===== config.mk =====
export PLATFORM = sky130hd
export DESIGN_NAME = syn_lb_arb_flat
export DESIGN_NICKNAME = d
export VERILOG_FILES = /design/src/rtl/syn_lb_arb_if.sv /design/src/rtl/syn_lb_arb.sv /design/src/flat_wrapper.sv
export SDC_FILE = /design/constraint.sdc
export NUM_CORES = 1
export LEC_CHECK = 0
export CAP_MARGIN = 10
export CORE_UTILIZATION = 38
export CTS_CLUSTER_SIZE = 12
export DETAILED_ROUTE_END_ITERATION = 16
export GPL_TIMING_DRIVEN = 0
export PLACE_DENSITY = 0.87
export SYNTH_ARGS = -nofsm -noshare
export SYNTH_HDL_FRONTEND = slang
export SYNTH_SLANG_ARGS = --single-unit

===== constraint.sdc =====
create_clock -name clk_ir -period 1.65 [get_ports clk_ir]
set_clock_uncertainty 0.15 [all_clocks]
set_input_delay 0.2475 -clock clk_ir [delete_from_list [all_inputs] [get_ports clk_ir]]
set_output_delay 0.2475 -clock clk_ir [all_outputs]
set_load 0.01 [all_outputs]

===== src/rtl/syn_lb_arb_if.sv =====
// Bundle of requester (m0/m1) and shared local-bus signals for syn_lb_arb.
// The slave modport is the arbiter's view; master is the surrounding environment.
interface syn_lb_arb_if #(
  parameter int P_LB_DATA_W = 32,
  parameter int P_LB_ADDR_W = 12
);
  logic                   m0_wr_en;
  logic                   m0_rd_en;
  logic [P_LB_ADDR_W-1:0] m0_addr;
  logic [P_LB_DATA_W-1:0] m0_wr_data;
  logic                   m0_wr_valid;
  logic                   m0_rd_valid;
  logic [P_LB_DATA_W-1:0] m0_rd_data;

  logic                   m1_wr_en;
  logic                   m1_rd_en;
  logic [P_LB_ADDR_W-1:0] m1_addr;
  logic [P_LB_DATA_W-1:0] m1_wr_data;
  logic                   m1_wr_valid;
  logic                   m1_rd_valid;
  logic [P_LB_DATA_W-1:0] m1_rd_data;

  logic                   lb_wr_en;
  logic                   lb_rd_en;
  logic [P_LB_ADDR_W-1:0] lb_addr;
  logic [P_LB_DATA_W-1:0] lb_wr_data;
  logic                   lb_wr_valid;
  logic                   lb_rd_valid;
  logic [P_LB_DATA_W-1:0] lb_rd_data;

  logic                   tmo_sticky;

  modport slave (
    input  m0_wr_en, m0_rd_en, m0_addr, m0_wr_data,
    output m0_wr_valid, m0_rd_valid, m0_rd_data,
    input  m1_wr_en, m1_rd_en, m1_addr, m1_wr_data,
    output m1_wr_valid, m1_rd_valid, m1_rd_data,
    output lb_wr_en, lb_rd_en, lb_addr, lb_wr_data,
    input  lb_wr_valid, lb_rd_valid, lb_rd_data,
    output tmo_sticky
  );

  modport master (
    output m0_wr_en, m0_rd_en, m0_addr, m0_wr_data,
    input  m0_wr_valid, m0_rd_valid, m0_rd_data,
    output m1_wr_en, m1_rd_en, m1_addr, m1_wr_data,
    input  m1_wr_valid, m1_rd_valid, m1_rd_data,
    input  lb_wr_en, lb_rd_en, lb_addr, lb_wr_data,
    output lb_wr_valid, lb_rd_valid, lb_rd_data,
    input  tmo_sticky
  );
endinterface


===== src/rtl/syn_lb_arb.sv =====
// Two-requester round-robin arbiter onto one shared local bus, one transaction in flight.
// Optional response timeout is enabled by defining SYN_LB_ARB_TIMEOUT_EN.
module syn_lb_arb #(
  parameter int P_LB_DATA_W  = 32,
  parameter int P_LB_ADDR_W  = 12,
  parameter int P_TMO_CYCLES = 255
) (
  input  logic        clk_ir,
  input  logic        rst_il,
  syn_lb_arb_if.slave lb_if
);

  typedef enum logic [1:0] {S_IDLE, S_ISSUE, S_WAIT, S_RESP} state_t;

  if (P_TMO_CYCLES < 1 || P_TMO_CYCLES > 255) begin : g_bad_tmo
    $error("P_TMO_CYCLES must lie in 1..255");
  end

  state_t                 r_state;
  logic                   r_gnt;
  logic                   r_last;
  logic                   r_op_wr;
  logic                   r_lb_wr_en;
  logic                   r_lb_rd_en;
  logic [P_LB_ADDR_W-1:0] r_lb_addr;
  logic [P_LB_DATA_W-1:0] r_lb_wr_data;
  logic                   r_m0_wr_valid;
  logic                   r_m0_rd_valid;
  logic [P_LB_DATA_W-1:0] r_m0_rd_data;
  logic                   r_m1_wr_valid;
  logic                   r_m1_rd_valid;
  logic [P_LB_DATA_W-1:0] r_m1_rd_data;

  logic                   w_m0_pend;
  logic                   w_m1_pend;
  logic                   w_pick;
  logic                   w_sel_wr;
  logic [P_LB_ADDR_W-1:0] w_sel_addr;
  logic [P_LB_DATA_W-1:0] w_sel_wdata;
  logic                   w_rsp_hit;
  logic                   w_tmo;
  logic [P_LB_DATA_W-1:0] w_rsp_data;

  // NOTE: every always_comb output gets a value on every path, so no latch is inferred.
  always_comb begin
    w_m0_pend   = lb_if.m0_wr_en | lb_if.m0_rd_en;
    w_m1_pend   = lb_if.m1_wr_en | lb_if.m1_rd_en;
    // On a tie the master that did not win last time goes next.
    w_pick      = (w_m0_pend && w_m1_pend) ? ~r_last : w_m1_pend;
    w_sel_wr    = w_pick ? lb_if.m1_wr_en   : lb_if.m0_wr_en;
    w_sel_addr  = w_pick ? lb_if.m1_addr    : lb_if.m0_addr;
    w_sel_wdata = w_pick ? lb_if.m1_wr_data : lb_if.m0_wr_data;
    w_rsp_hit   = r_op_wr ? lb_if.lb_wr_valid : lb_if.lb_rd_valid;
  end

`ifdef SYN_LB_ARB_TIMEOUT_EN
  localparam logic [7:0]             LP_TMO_LAST = 8'(P_TMO_CYCLES - 1);
  localparam logic [P_LB_DATA_W-1:0] LP_TMO_DATA = P_LB_DATA_W'(32'hDEAD_DEAD);

  logic [7:0] r_tmo_cnt;
  logic       r_tmo_sticky;

  assign w_tmo      = (r_state == S_WAIT) && !w_rsp_hit && (r_tmo_cnt == LP_TMO_LAST);
  assign w_rsp_data = w_tmo ? LP_TMO_DATA : lb_if.lb_rd_data;

  always_ff @(posedge clk_ir or negedge rst_il) begin
    if (!rst_il) begin
      r_tmo_cnt    <= 8'd0;
      r_tmo_sticky <= 1'b0;
    end else begin
      if (r_state == S_ISSUE)
        r_tmo_cnt <= 8'd0;
      else if (r_state == S_WAIT && !w_rsp_hit)
        r_tmo_cnt <= r_tmo_cnt + 8'd1;
      if (w_tmo)
        r_tmo_sticky <= 1'b1;
    end
  end

  assign lb_if.tmo_sticky = r_tmo_sticky;
`else
  assign w_tmo            = 1'b0;
  assign w_rsp_data       = lb_if.lb_rd_data;
  assign lb_if.tmo_sticky = 1'b0;
`endif

  // NOTE: state is updated with non-blocking assignments so every register samples pre-edge values.
  always_ff @(posedge clk_ir or negedge rst_il) begin
    if (!rst_il) begin
      r_state       <= S_IDLE;
      r_gnt         <= 1'b0;
      r_last        <= 1'b1;
      r_op_wr       <= 1'b0;
      r_lb_wr_en    <= 1'b0;
      r_lb_rd_en    <= 1'b0;
      r_lb_addr     <= '0;
      r_lb_wr_data  <= '0;
      r_m0_wr_valid <= 1'b0;
      r_m0_rd_valid <= 1'b0;
      r_m0_rd_data  <= '0;
      r_m1_wr_valid <= 1'b0;
      r_m1_rd_valid <= 1'b0;
      r_m1_rd_data  <= '0;
    end else begin
      r_lb_wr_en    <= 1'b0;
      r_lb_rd_en    <= 1'b0;
      r_m0_wr_valid <= 1'b0;
      r_m0_rd_valid <= 1'b0;
      r_m1_wr_valid <= 1'b0;
      r_m1_rd_valid <= 1'b0;
      case (r_state)
        S_IDLE: begin
          if (w_m0_pend || w_m1_pend) begin
            r_gnt        <= w_pick;
            r_op_wr      <= w_sel_wr;
            r_lb_addr    <= w_sel_addr;
            r_lb_wr_data <= w_sel_wdata;
            r_lb_wr_en   <= w_sel_wr;
            r_lb_rd_en   <= !w_sel_wr;
            r_state      <= S_ISSUE;
          end
        end
        // A response during the command cycle itself is taken exactly as one in WAIT.
        S_ISSUE, S_WAIT: begin
          if (w_rsp_hit || w_tmo) begin
            r_state <= S_RESP;
            if (r_op_wr) begin
              if (r_gnt) r_m1_wr_valid <= 1'b1;
              else       r_m0_wr_valid <= 1'b1;
            end else if (r_gnt) begin
              r_m1_rd_valid <= 1'b1;
              r_m1_rd_data  <= w_rsp_data;
            end else begin
              r_m0_rd_valid <= 1'b1;
              r_m0_rd_data  <= w_rsp_data;
            end
          end else begin
            r_state <= S_WAIT;
          end
        end
        S_RESP: begin
          r_last  <= r_gnt;
          r_state <= S_IDLE;
        end
        default: r_state <= S_IDLE;
      endcase
    end
  end

  assign lb_if.lb_wr_en    = r_lb_wr_en;
  assign lb_if.lb_rd_en    = r_lb_rd_en;
  assign lb_if.lb_addr     = r_lb_addr;
  assign lb_if.lb_wr_data  = r_lb_wr_data;
  assign lb_if.m0_wr_valid = r_m0_wr_valid;
  assign lb_if.m0_rd_valid = r_m0_rd_valid;
  assign lb_if.m0_rd_data  = r_m0_rd_data;
  assign lb_if.m1_wr_valid = r_m1_wr_valid;
  assign lb_if.m1_rd_valid = r_m1_rd_valid;
  assign lb_if.m1_rd_data  = r_m1_rd_data;

endmodule

===== src/flat_wrapper.sv =====
// flat-port wrapper written by rule: the top's interface ports become plain ports
module syn_lb_arb_flat 
#(
  parameter int P_LB_DATA_W  = 32,
  parameter int P_LB_ADDR_W  = 12,
  parameter int P_TMO_CYCLES = 255
)
  (clk_ir, rst_il, lb_if_m0_wr_en, lb_if_m0_rd_en, lb_if_m0_addr, lb_if_m0_wr_data, lb_if_m0_wr_valid, lb_if_m0_rd_valid, lb_if_m0_rd_data, lb_if_m1_wr_en, lb_if_m1_rd_en, lb_if_m1_addr, lb_if_m1_wr_data, lb_if_m1_wr_valid, lb_if_m1_rd_valid, lb_if_m1_rd_data, lb_if_lb_wr_en, lb_if_lb_rd_en, lb_if_lb_addr, lb_if_lb_wr_data, lb_if_lb_wr_valid, lb_if_lb_rd_valid, lb_if_lb_rd_data, lb_if_tmo_sticky);
  syn_lb_arb_if #(.P_LB_DATA_W(P_LB_DATA_W), .P_LB_ADDR_W(P_LB_ADDR_W)) lb_if_i ();
  input  logic clk_ir;
  input  logic rst_il;
  input wire logic [$bits(lb_if_i.m0_wr_en)-1:0] lb_if_m0_wr_en;
  input wire logic [$bits(lb_if_i.m0_rd_en)-1:0] lb_if_m0_rd_en;
  input wire logic [$bits(lb_if_i.m0_addr)-1:0] lb_if_m0_addr;
  input wire logic [$bits(lb_if_i.m0_wr_data)-1:0] lb_if_m0_wr_data;
  output wire logic [$bits(lb_if_i.m0_wr_valid)-1:0] lb_if_m0_wr_valid;
  output wire logic [$bits(lb_if_i.m0_rd_valid)-1:0] lb_if_m0_rd_valid;
  output wire logic [$bits(lb_if_i.m0_rd_data)-1:0] lb_if_m0_rd_data;
  input wire logic [$bits(lb_if_i.m1_wr_en)-1:0] lb_if_m1_wr_en;
  input wire logic [$bits(lb_if_i.m1_rd_en)-1:0] lb_if_m1_rd_en;
  input wire logic [$bits(lb_if_i.m1_addr)-1:0] lb_if_m1_addr;
  input wire logic [$bits(lb_if_i.m1_wr_data)-1:0] lb_if_m1_wr_data;
  output wire logic [$bits(lb_if_i.m1_wr_valid)-1:0] lb_if_m1_wr_valid;
  output wire logic [$bits(lb_if_i.m1_rd_valid)-1:0] lb_if_m1_rd_valid;
  output wire logic [$bits(lb_if_i.m1_rd_data)-1:0] lb_if_m1_rd_data;
  output wire logic [$bits(lb_if_i.lb_wr_en)-1:0] lb_if_lb_wr_en;
  output wire logic [$bits(lb_if_i.lb_rd_en)-1:0] lb_if_lb_rd_en;
  output wire logic [$bits(lb_if_i.lb_addr)-1:0] lb_if_lb_addr;
  output wire logic [$bits(lb_if_i.lb_wr_data)-1:0] lb_if_lb_wr_data;
  input wire logic [$bits(lb_if_i.lb_wr_valid)-1:0] lb_if_lb_wr_valid;
  input wire logic [$bits(lb_if_i.lb_rd_valid)-1:0] lb_if_lb_rd_valid;
  input wire logic [$bits(lb_if_i.lb_rd_data)-1:0] lb_if_lb_rd_data;
  output wire logic [$bits(lb_if_i.tmo_sticky)-1:0] lb_if_tmo_sticky;
  assign lb_if_i.m0_wr_en = lb_if_m0_wr_en;
  assign lb_if_i.m0_rd_en = lb_if_m0_rd_en;
  assign lb_if_i.m0_addr = lb_if_m0_addr;
  assign lb_if_i.m0_wr_data = lb_if_m0_wr_data;
  assign lb_if_m0_wr_valid = lb_if_i.m0_wr_valid;
  assign lb_if_m0_rd_valid = lb_if_i.m0_rd_valid;
  assign lb_if_m0_rd_data = lb_if_i.m0_rd_data;
  assign lb_if_i.m1_wr_en = lb_if_m1_wr_en;
  assign lb_if_i.m1_rd_en = lb_if_m1_rd_en;
  assign lb_if_i.m1_addr = lb_if_m1_addr;
  assign lb_if_i.m1_wr_data = lb_if_m1_wr_data;
  assign lb_if_m1_wr_valid = lb_if_i.m1_wr_valid;
  assign lb_if_m1_rd_valid = lb_if_i.m1_rd_valid;
  assign lb_if_m1_rd_data = lb_if_i.m1_rd_data;
  assign lb_if_lb_wr_en = lb_if_i.lb_wr_en;
  assign lb_if_lb_rd_en = lb_if_i.lb_rd_en;
  assign lb_if_lb_addr = lb_if_i.lb_addr;
  assign lb_if_lb_wr_data = lb_if_i.lb_wr_data;
  assign lb_if_i.lb_wr_valid = lb_if_lb_wr_valid;
  assign lb_if_i.lb_rd_valid = lb_if_lb_rd_valid;
  assign lb_if_i.lb_rd_data = lb_if_lb_rd_data;
  assign lb_if_tmo_sticky = lb_if_i.tmo_sticky;
  syn_lb_arb #(.P_LB_DATA_W(P_LB_DATA_W), .P_LB_ADDR_W(P_LB_ADDR_W), .P_TMO_CYCLES(P_TMO_CYCLES)) u_core (.clk_ir(clk_ir), .rst_il(rst_il), .lb_if(lb_if_i));
endmodule

Yosys cells after proc, flatten, opt, wreduce, memory -nomap -nowiden
Cells that the tools add are included.

Eq/ne operators: 4. Reductions and logical operators: 8. Mux-type cells: 26. Bitwise operators: 5.

Operators by type and width (count): two-way mux 32 bit (1); two-way mux 1 bit (22); two-way mux 12 bit (1); AND reduction 4 bit (2); case mux 2 bit (3 select lines) (1); == test 2 bit (second input constant) (2); inverter 1 bit (3); == test 2 x 1 -> 1 bit (second input constant) (1); zero test 2 bit (1); two-way mux 2 bit (1); != test 2 x 1 -> 1 bit (second input constant) (1); OR 1 bit (2); AND reduction 2 bit (1); OR reduction 2 bit (1); logical AND 1 bit (1); zero test 1 bit (1); logical OR 1 bit (1).

Word-level logic and storage cells: 57. Input port bits: 128. Bits in registers: 119.

Logic depth before layout (Yosys ltp)
Gate-level depths: netlist of the first run.

Depth in word-level cells: 7. Gate-level depth with buffers: 7.

Worst setup path before layout of the first run
Ideal clock, no wire load.

Path type: flip-flop to flip-flop. From: register u_core.r_state[0]. To: register u_core.r_m0_rd_data[10], in the netlist u_core.lb_if.m0_rd_data[10]. Setup time: 0.128 ns. Path slack: -0.143 ns. Arrival: 1.515 ns. Stages on the path, launching flop included: 7. Cells stage by stage: dfrtp_1 inv_1 ha_1 and4bb_1 buf_2 buf_4 mux2_1.

Word-level cells in the longest chain between the ends: 3. Elaborated cells on any way between the ends: 4. Those cells by class: eq/ne: 2; reduce/logical: 2.

Ends and longest elaborated chain: start, declared (line syn_lb_arb.sv:19) `state_t r_state;`; start signal, assigned (line syn_lb_arb.sv:90) `r_state <= S_IDLE;`; start signal, assigned (line syn_lb_arb.sv:120) `r_state <= S_ISSUE;`; start signal, assigned (line syn_lb_arb.sv:126) `r_state <= S_RESP;`; == test 2 x 1 -> 1 bit / == test 2 bit (equally long branches) (line syn_lb_arb.sv:111) `case (r_state)`; OR reduction 2 bit * (line syn_lb_arb.sv:111); AND reduction 4 bit (no line) *; end signal, assigned (line syn_lb_arb.sv:135) `r_m0_rd_data <= w_rsp_data;`; end, declared (line syn_lb_arb.sv:29) `logic [P_LB_DATA_W-1:0] r_m0_rd_data;`.

Every way passes the cells marked *; elsewhere a longest branch is shown, timed or not. A chain may end at the register's enable or synchronous reset.

Final worst setup path of the first run
From: register u_core.r_state[0]. To: register u_core.r_m0_rd_data[21], in the netlist u_core.lb_if.m0_rd_data[21].

Same word-level chain as after synthesis.

==> results.cfg, run 1 <==
[status]
outcome = finished with violations
violations = setup timing

[yosys]
synth_fp_nets = 559
synthesis.area_um2 = 5250
synthCells = 429
synthFlopType = dfrtp_1
synthArstFlopShare_pct = 100
ys_ff_latch = 119
syn-mean-instance-area_um2 = 12.2
yosys_warnings = 0
synth_edf_count = 0
synth.distinct_cells = 33
yosysSeqAreaShare_pct = 56.8

[critical_path]
startpoint = u_core.r_state[0]$_DFFE_PN0P_
end_kind = flop
critPathMaxFanout = 10
worstPathRequired_ns = 1.78
rr_startpoint = u_core.r_state[0]$_DFFE_PN0P_
r2r-end = u_core.lb_if.m0_rd_data[21]$_DFFE_PN0P_
crit_type = flop to flop
crit_end = u_core.lb_if.m0_rd_data[21]$_DFFE_PN0P_
rrSetupSlack_ns = -0.16
rr_worst_depth = 6
worstPathArrival_ns = 1.94
cp-start-kind = flop

[cells_and_area]
nets = 833
n_antenna_cell = 0
area_delta_synth_final_pct = 70.6
postLayoutCoreUtil_pct = 67.1
final_cell_mix = 122 x clkdlybuf4s50_1, 118 x dfrtp_1, 116 x dlygate4sd2_1
layout_commonest_cell = clkdlybuf4s50_1
layout-drive-gt1-share_pct = 30.4

[floorplanning]
die_x_um = 120
initial_core_util_pct = 39.3
die_y_um = 120
rows = 42
dieArea_um2 = 14300
io_pins = 243
core_area_um2 = 13300

[routing]
dr_wl_met2_um = 8490
routed_wl_um = 17000
wl_met3_um = 1320
drtPass1Iterations = 4
drt_iter0_markers = 215
ant_nets = 0
dr_total_vias = 4644
drt-met1-wl_um = 6940
vias_per_cell = 5.21
top_layer_used = met4
drc = 0
wire_per_inst_um = 19.1

[timing]
period_needed_ns = 1.81
period_share_pct = 110
maxSlewViolCount = 0
finalSetupViolCount = 64
hold_viol_final = 0
fin_ws_ns = -0.160
max_freq_mhz = 553
setup_tns_ns = -6.22
rsz0062_at_grt = yes

[placement]
port_buffers = 240
post-place-ws_ns = -0.575
place_hpwl_um = 11200
routabilityCongestion = 0.846

[run]
maxCapViolCount = 0

[clocking]
clkSinkCount = 119
path_clk_slew_ns = 0.05
ctsHtreeMaxLevel = 4
cts_root_buf = clkbuf_16
clock_latency_ns = 0.40
cts_tree = built
cts_buffers = 17
cts_max_path_buffers = 2

[global_route]
grt_max_degree = 81
track_usage_pct = 22.8
grt-ovfl-total = 0
grt_pass1_wl_um = 25000
grt_pass1_vias = 4714
antenna_found_initial = 0

[power_and_ir_drop]
p_leak_nw = 3.95
p_per_area_nw_per_um2 = 1920
max-vdd-ir-drop_mv = 0.915

[min_path]
hp-class = input pin to flop
==> registers in the layout, summed over array words and instances (netlist names), 2 cells and up <==
| register | cells |
|---|---|
| u_core.lb_if.m1_rd_data | 32 |
| u_core.lb_if.lb_addr | 12 |
| u_core.r_state | 2 |
| u_core.lb_if.m0_rd_data | 32 |
| u_core.lb_if.lb_wr_data | 32 |
==> synth_stat cells (3+ instances only) <==
cell      instances  area share (%)
mux2_2           32             6.9
buf_4             5            0.72
o21ai_0          44             4.2
mux2_1           35             7.5
a21oi_2          30             5.0
nand3_1           3            0.29
clkbuf_1          8            0.57
a31oi_1          44             5.2
buf_6             5             1.1
inv_1             4            0.29
dfrtp_1         118              56
buf_8             3            0.86
nor2_1           23             1.6
a21oi_1          15             1.4
nor2_2           25             3.0
buf_2            15             1.4
==> cell type report <==
cell class                 instances  area (um^2)
sequential                       119         2980
inverter                           4         15.0
tap                              176          220
clock buffer                      20          457
fill                             983         4400
clock inverter                    12          149
buffer                            35          307
timing repair buffer             255         2460
multi-input combinational        271         2360
==> layer usage <==
| metal | up-vias | GRT usage [%] |
|---|---|---|
| met5 | - | 0 |
| met4 | 0 | 7.66 |
| met3 | 23 | 7.03 |
| met2 | 244 | 39.2 |
| met1 | 2281 | 27.0 |
| li1 | 2096 | - |
==> report_power, final <==
group	internal, mW	switching, mW
Combinational	4.31	3.77
Sequential	4.42	0.920
Clock	2.45	1.31
==> stage by stage <==
| stage | std cells | instance area, um^2 | hold WS, ns | total power [mW] |
|---|---|---|---|---|
| floorplan | 429 | 5290 | -0.198 | 9.12 |
| global placement | 845 | 7920 | 0.316 | 12.9 |
| detailed placement | 846 | 7940 | 0.0358 | 13.2 |
| CTS | 891 | 8740 | 0.0909 | 16.7 |
| global route | 892 | 8950 | 0.153 | 18.1 |
| finish | 892 | 8950 | 0.144 | 17.2 |
==> timing repair <==
| action | in CTS | in global routing |
|---|---|---|
| pin swaps | 0 | 1 |
| gates cloned | 3 | 1 |
| gates resized for setup | 161 | 54 |
| buffers inserted | 9 | 4 |
| hold buffers | 1 | 0 |
| hold endpoints to repair | 39 | 0 |
| setup endpoints to repair | 218 | 87 |
==> kinds of logic (layout without fill, tap and decap cells) <==
kind of cell	Yosys count	count (layout)	share of synthesized area, %
adders and majority gates	2	2	0.477
DFF	119	119	56.8
other	1	1	0.0715
muxes	69	69	14.8
buffers and inverters	40	326	4.94
AOI/OAI and AO/OA	140	141	17.1
and+or+nand+nor	58	58	5.89
==> worst min-delay path by stage <==
stage,from,to,cells after the start
after floorplan,rst_il,u_core.lb_if.lb_addr[0]$_DFFE_PN0P_,0
after global placement,u_core.lb_if.m0_rd_data[8]$_DFFE_PN0P_,u_core.lb_if.m0_rd_data[8]$_DFFE_PN0P_,1
after detailed placement,rst_il,u_core.lb_if.m1_rd_data[21]$_DFFE_PN0P_,1
after CTS,lb_if_m0_wr_en,u_core.r_state[0]$_DFFE_PN0P_,4
after global routing,lb_if_m0_wr_en,u_core.r_state[0]$_DFFE_PN0P_,4
final,lb_if_m0_wr_en,u_core.r_state[0]$_DFFE_PN0P_,4
==> critical path: stages (launching register included) <==
cell and delay (ns):
dfrtp_1 0.36, inv_2 0.06, ha_4 0.28, and4bb_1 0.21, buf_6 0.14, buf_8 0.15, mux2_1 0.34
(Power assumes the default switching activity.)
==> run 2: changes to the inputs <==
SKIP_LAST_GASP = 1   (was default)
==> run 2 against run 1 <==
The flow still finishes with violations (setup timing); critical path depth stayed put; routed wire length is 3.3% lower; sequential cell count stayed put; utilization is 0.63 points lower; clock-buffer cell count stayed put; fmax is 0.35% lower; hold slack worse by 0.011 ns; combinational power is 4.3% lower; cell area is 0.94% lower; non-clock buffer count stayed put.
==> results.cfg, run 2 (synthesis gave the netlist of run 1 again) <==
[power_and_ir_drop]
max-vdd-ir-drop_mv = 0.905
p_total_mw = 16.8
p_per_area_nw_per_um2 = 1890
p_leak_nw = 3.89

[global_route]
grt_max_degree = 81
grt_pass1_vias = 4700
grt_pass1_wl_um = 24800
antenna_found_initial = 0
track_usage_pct = 22.6
grt-ovfl-total = 0

[timing]
period_needed_ns = 1.82
maxSlewViolCount = 0
setup_tns_ns = -6.49
finalSetupViolCount = 64
hold_viol_final = 0
period_share_pct = 110
holdWs_ns = 0.133
rsz0062_at_grt = yes
fin_ws_ns = -0.166
max_freq_mhz = 551

[run]
maxCapViolCount = 0

[floorplanning]
io_pins = 243
die_y_um = 120
core_area_um2 = 13300
die_x_um = 120
dieArea_um2 = 14300
rows = 42
initial_core_util_pct = 39.3

[cells_and_area]
area_delta_synth_final_pct = 69.0
layout-drive-gt1-share_pct = 27.5
postLayoutCoreUtil_pct = 66.4
stdcell_area_um2 = 8870
final_cell_mix = 122 x clkdlybuf4s50_1, 118 x dfrtp_1, 116 x dlygate4sd2_1
n_antenna_cell = 0
fin_cells = 892
layout_commonest_cell = clkdlybuf4s50_1
nets = 833

[clocking]
path_clk_slew_ns = 0.05
clock_latency_ns = 0.40
cts_root_buf = clkbuf_16
cts_buffers = 17
ctsHtreeMaxLevel = 4
cts_max_path_buffers = 2
cts_tree = built
clkSinkCount = 119

[critical_path]
worstPathRequired_ns = 1.78
crit_family = flip-flops
crit_slowest_cell = dfrtp_1
cp-start-kind = flop
critPathMaxFanout = 10
crit_chain = inv_2 -> ha_4 -> and4bb_1 -> buf_6 -> buf_12 -> mux2_1
end_kind = flop
crit_type = flop to flop
crit_buf_inv = 3
cp_slowest_stage_delay_ns = 0.36
worstPathArrival_ns = 1.94

[placement]
dpl_cell_area_um2 = 7940
port_buffers = 240
routabilityCongestion = 0.846
dpl.cell_count = 846
post-place-ws_ns = -0.575
place_hpwl_um = 11200

[routing]
routed_wl_um = 16500
drt_iter0_markers = 206
ant_nets = 0
drc = 0
wire_per_inst_um = 18.5
vias_per_cell = 5.20
dr_total_vias = 4640
drtPass1Iterations = 5

[status]
violations = setup timing
outcome = finished with violations

[min_path]
hp-class = input pin to flop
run 2: repair_timing:
item / in CTS / in global routing
setup endpoints to repair: 218 / 87
setup buffers: 9 / 4
gates resized for setup: 153 / 41
gates cloned: 3 / 1
pin swaps: 0 / 1
hold endpoints to repair: 39 / 0
hold buffers: 1 / 0
run 2: routing by layer:
metal  wire (um)  track usage [%]  vias to the layer above
met3        1320             7.22                       20
met5           0                0                        -
li1            -                -                     2105
met4         201             7.58                        0
met2        8220             38.8                      242
met1        6720             26.6                     2273
run 2: final cells by class:
type	count	area (um^2)
fillers	996	4480
flip-flops and latches	119	2980
repair buffers	255	2460
multi-input cells	271	2280
clock buffers	20	457
plain buffers	35	307
well taps	176	220
clock inverters	12	149
inverters	4	15.0
run 2: final timing paths:
check	from	slack (ns)	end	depth (start not counted)
min	lb_if_m0_wr_en	0.13	u_core.r_state[0]$_DFFE_PN0P_	4
min in group asynchronous	rst_il	0.19	u_core.lb_if.lb_wr_data[5]$_DFFE_PN0P_	2
max	u_core.r_state[0]$_DFFE_PN0P_	-0.17	u_core.lb_if.m0_rd_data[10]$_DFFE_PN0P_	6
max in group asynchronous	rst_il	0.43	u_core.r_last$_DFFE_PN1N_	3
min reg2reg	u_core.lb_if.m0_rd_data[23]$_DFFE_PN0P_	0.32	u_core.lb_if.m0_rd_data[23]$_DFFE_PN0P_	1
max reg2reg	u_core.r_state[0]$_DFFE_PN0P_	-0.17	u_core.lb_if.m0_rd_data[10]$_DFFE_PN0P_	6
run 2: worst register-to-register path, stage by stage (launching register included):
cell	delay [ns]
dfrtp_1	0.36
inv_2	0.06
ha_4	0.28
and4bb_1	0.21
buf_6	0.14
buf_12	0.14
mux2_1	0.35
run 2: where the power goes:
part,internal (mW),switching [mW]
registers,4.41,0.885
clock network,2.45,1.29
logic,4.06,3.68
total,10.9,5.86
==> run 3: changes to the inputs <==
CORE_MARGIN = 4   (was default)
GPL_TIMING_DRIVEN = default   (was 0)
REMOVE_ABC_BUFFERS = 1   (was default)
==> run 3 against run 2 <==
The run still ends with setup timing left; via count increased by 1.6%; register-to-register slack worse by 0.09 ns; cell count fell by 1.3%; clock power hardly changed; critical endpoint is now u_core.lb_if.m0_rd_data[17]$_DFFE_PN0P_.
==> results.cfg, run 3 (synthesis gave the netlist of run 1 again) <==
[status]
outcome = finished with violations
violations = setup timing

[routing]
wire_per_inst_um = 20.9
ant_nets = 0
drc = 0
dr_total_vias = 4713
drt_iter0_markers = 312
drtPass1Iterations = 4
routed_wl_um = 18400
vias_per_cell = 5.36

[clocking]
cts_tree = built
ctsHtreeMaxLevel = 4
cts_buffers = 17
path_clk_slew_ns = 0.06
clkSinkCount = 119
cts_root_buf = clkbuf_16
clock_latency_ns = 0.39
cts_max_path_buffers = 2

[global_route]
grt_max_degree = 42
grt-ovfl-total = 0
track_usage_pct = 22.1
antenna_found_initial = 0
grt_pass1_vias = 4939
grt_pass1_wl_um = 27300

[timing]
finalSetupViolCount = 64
fin_ws_ns = -0.255
max_freq_mhz = 525
setup_tns_ns = -10.14
maxSlewViolCount = 0
period_share_pct = 115
rsz0062_at_grt = yes
period_needed_ns = 1.90
hold_viol_final = 0

[placement]
place_hpwl_um = 12100
dpl_cell_area_um2 = 7960
routabilityCongestion = 0.804
post-place-ws_ns = -0.463
port_buffers = 241

[floorplanning]
initial_core_util_pct = 39.2
io_pins = 243
die_y_um = 126
die_x_um = 126
rows = 42
dieArea_um2 = 15800
core_area_um2 = 13400

[power_and_ir_drop]
power_frac_clock_pct = 21.8
p_total_mw = 17.2
swShare_pct = 35.5
power.internal_mw = 11.1
p_leak_nw = 3.93
comb_power_share_pct = 47.0
netSwitchingPower_mw = 6.12
power_frac_seq_pct = 31.1
p_per_area_nw_per_um2 = 1950
max-vdd-ir-drop_mv = 0.689

[critical_path]
crit_chain = inv_2 -> ha_4 -> and4bb_4 -> clkbuf_16 -> mux2_4
critPathMaxFanout = 8
crit_buf_inv = 2
crit_type = flop to flop
cp-start-kind = flop
worstPathRequired_ns = 1.78
end_kind = flop
worstPathArrival_ns = 2.03
cp_slowest_stage_delay_ns = 0.38
crit_slowest_cell = dfrtp_1
crit_family = flip-flops

[cells_and_area]
layout-drive-gt1-share_pct = 26.8
nFillCells = 961
regArea_um2 = 2980
multi_input_area_um2 = 2210
area_delta_synth_final_pct = 68.5
layout_commonest_cell = clkdlybuf4s50_1
final_cell_mix = 124 x clkdlybuf4s50_1, 118 x dfrtp_1, 114 x dlygate4sd2_1
postLayoutCoreUtil_pct = 66.0
n_antenna_cell = 0
nets = 821
stdcell_area_um2 = 8840

[run]
maxCapViolCount = 0

[min_path]
hp-class = input pin to asynchronous set/reset pin
## run 3: cell types whose count changed in the layout (fill, tap and decap cells not counted), sizes merged
cell,change
buf,-6
dlymetal6s2s,+1
clkinv,+2
dlygate4sd2,-2
clkbuf,-8
clkdlybuf4s50,+2
o21ai,-1
## run 3: per-layer routing
metal	vias up	share of wire (%)	wire, um	global-route usage [%]
li1	2083	-	-	-
met1	2324	39	7150	26.0
met2	268	51	9370	37.4
met3	38	7.7	1410	6.40
met4	0	2.7	494	9.95
met5	-	0	0	0
## run 3: worst reg2reg max path: cells and delay by family (launching register included)
| family | cells | cell delay (ns) |
|---|---|---|
| simple gates | 1 | 0.38 |
| flops | 1 | 0.38 |
| mux | 1 | 0.32 |
| buf+inv | 2 | 0.30 |
| fa+ha+maj | 1 | 0.27 |
## run 3: final timing paths
check,start,end,slack (ns),cells past startpoint
max reg2reg,u_core.r_state[0]$_DFFE_PN0P_,u_core.lb_if.m0_rd_data[17]$_DFFE_PN0P_,-0.25,5
min reg2reg,u_core.lb_if.m0_rd_data[2]$_DFFE_PN0P_,u_core.lb_if.m0_rd_data[2]$_DFFE_PN0P_,0.35,1
min,rst_il,u_core.lb_if.lb_wr_data[11]$_DFFE_PN0P_,0.19,2
min in group clk_ir,lb_if_m0_wr_data[26],u_core.lb_if.lb_wr_data[26]$_DFFE_PN0P_,0.26,3
max,u_core.r_state[0]$_DFFE_PN0P_,u_core.lb_if.m0_rd_data[17]$_DFFE_PN0P_,-0.25,5
max in group asynchronous,rst_il,u_core.lb_if.lb_addr[4]$_DFFE_PN0P_,0.59,3
## run 3: final cells by class
type                            instances  share of cell area, %
Timing Repair Buffer                  279                   31.9
Sequential cell                       119                   33.7
Clock buffer                           18                   4.85
Inverter                                4                  0.170
Clock inverter                         14                   1.97
Tap cell                              176                   2.49
Multi-Input combinational cell        270                   25.0
## run 3: what timing repair did
action | 4_1_cts | 5_1_grt
setup buffers | 5 | 4
hold endpoints to repair | 27 | 0
hold buffers | 1 | 0
resized for setup | 147 | 36
endpoints found under the setup margin | 191 | 68
gates cloned | 6 | 1
## run 3: metrics by stage
| stage | cells | hold slack [ns] |
|---|---|---|
| floorplan | 393 | -0.198 |
| global placement | 834 | 0.0628 |
| detailed placement | 834 | 0.0673 |
| CTS | 878 | 0.175 |
| global route | 880 | 0.216 |
| finish | 880 | 0.186 |
## run 3: power groups by stage
| stage | clock, mW | combinational (mW) | sequential [mW] |
|---|---|---|---|
| after floorplan | 0 | 2.88 | 5.84 |
| after global placement | 0 | 7.75 | 5.23 |
| after detailed placement | 0 | 8.00 | 5.31 |
| after CTS | 3.81 | 7.75 | 5.25 |
| after global routing | 3.97 | 8.63 | 5.52 |
| final | 3.76 | 8.10 | 5.36 |
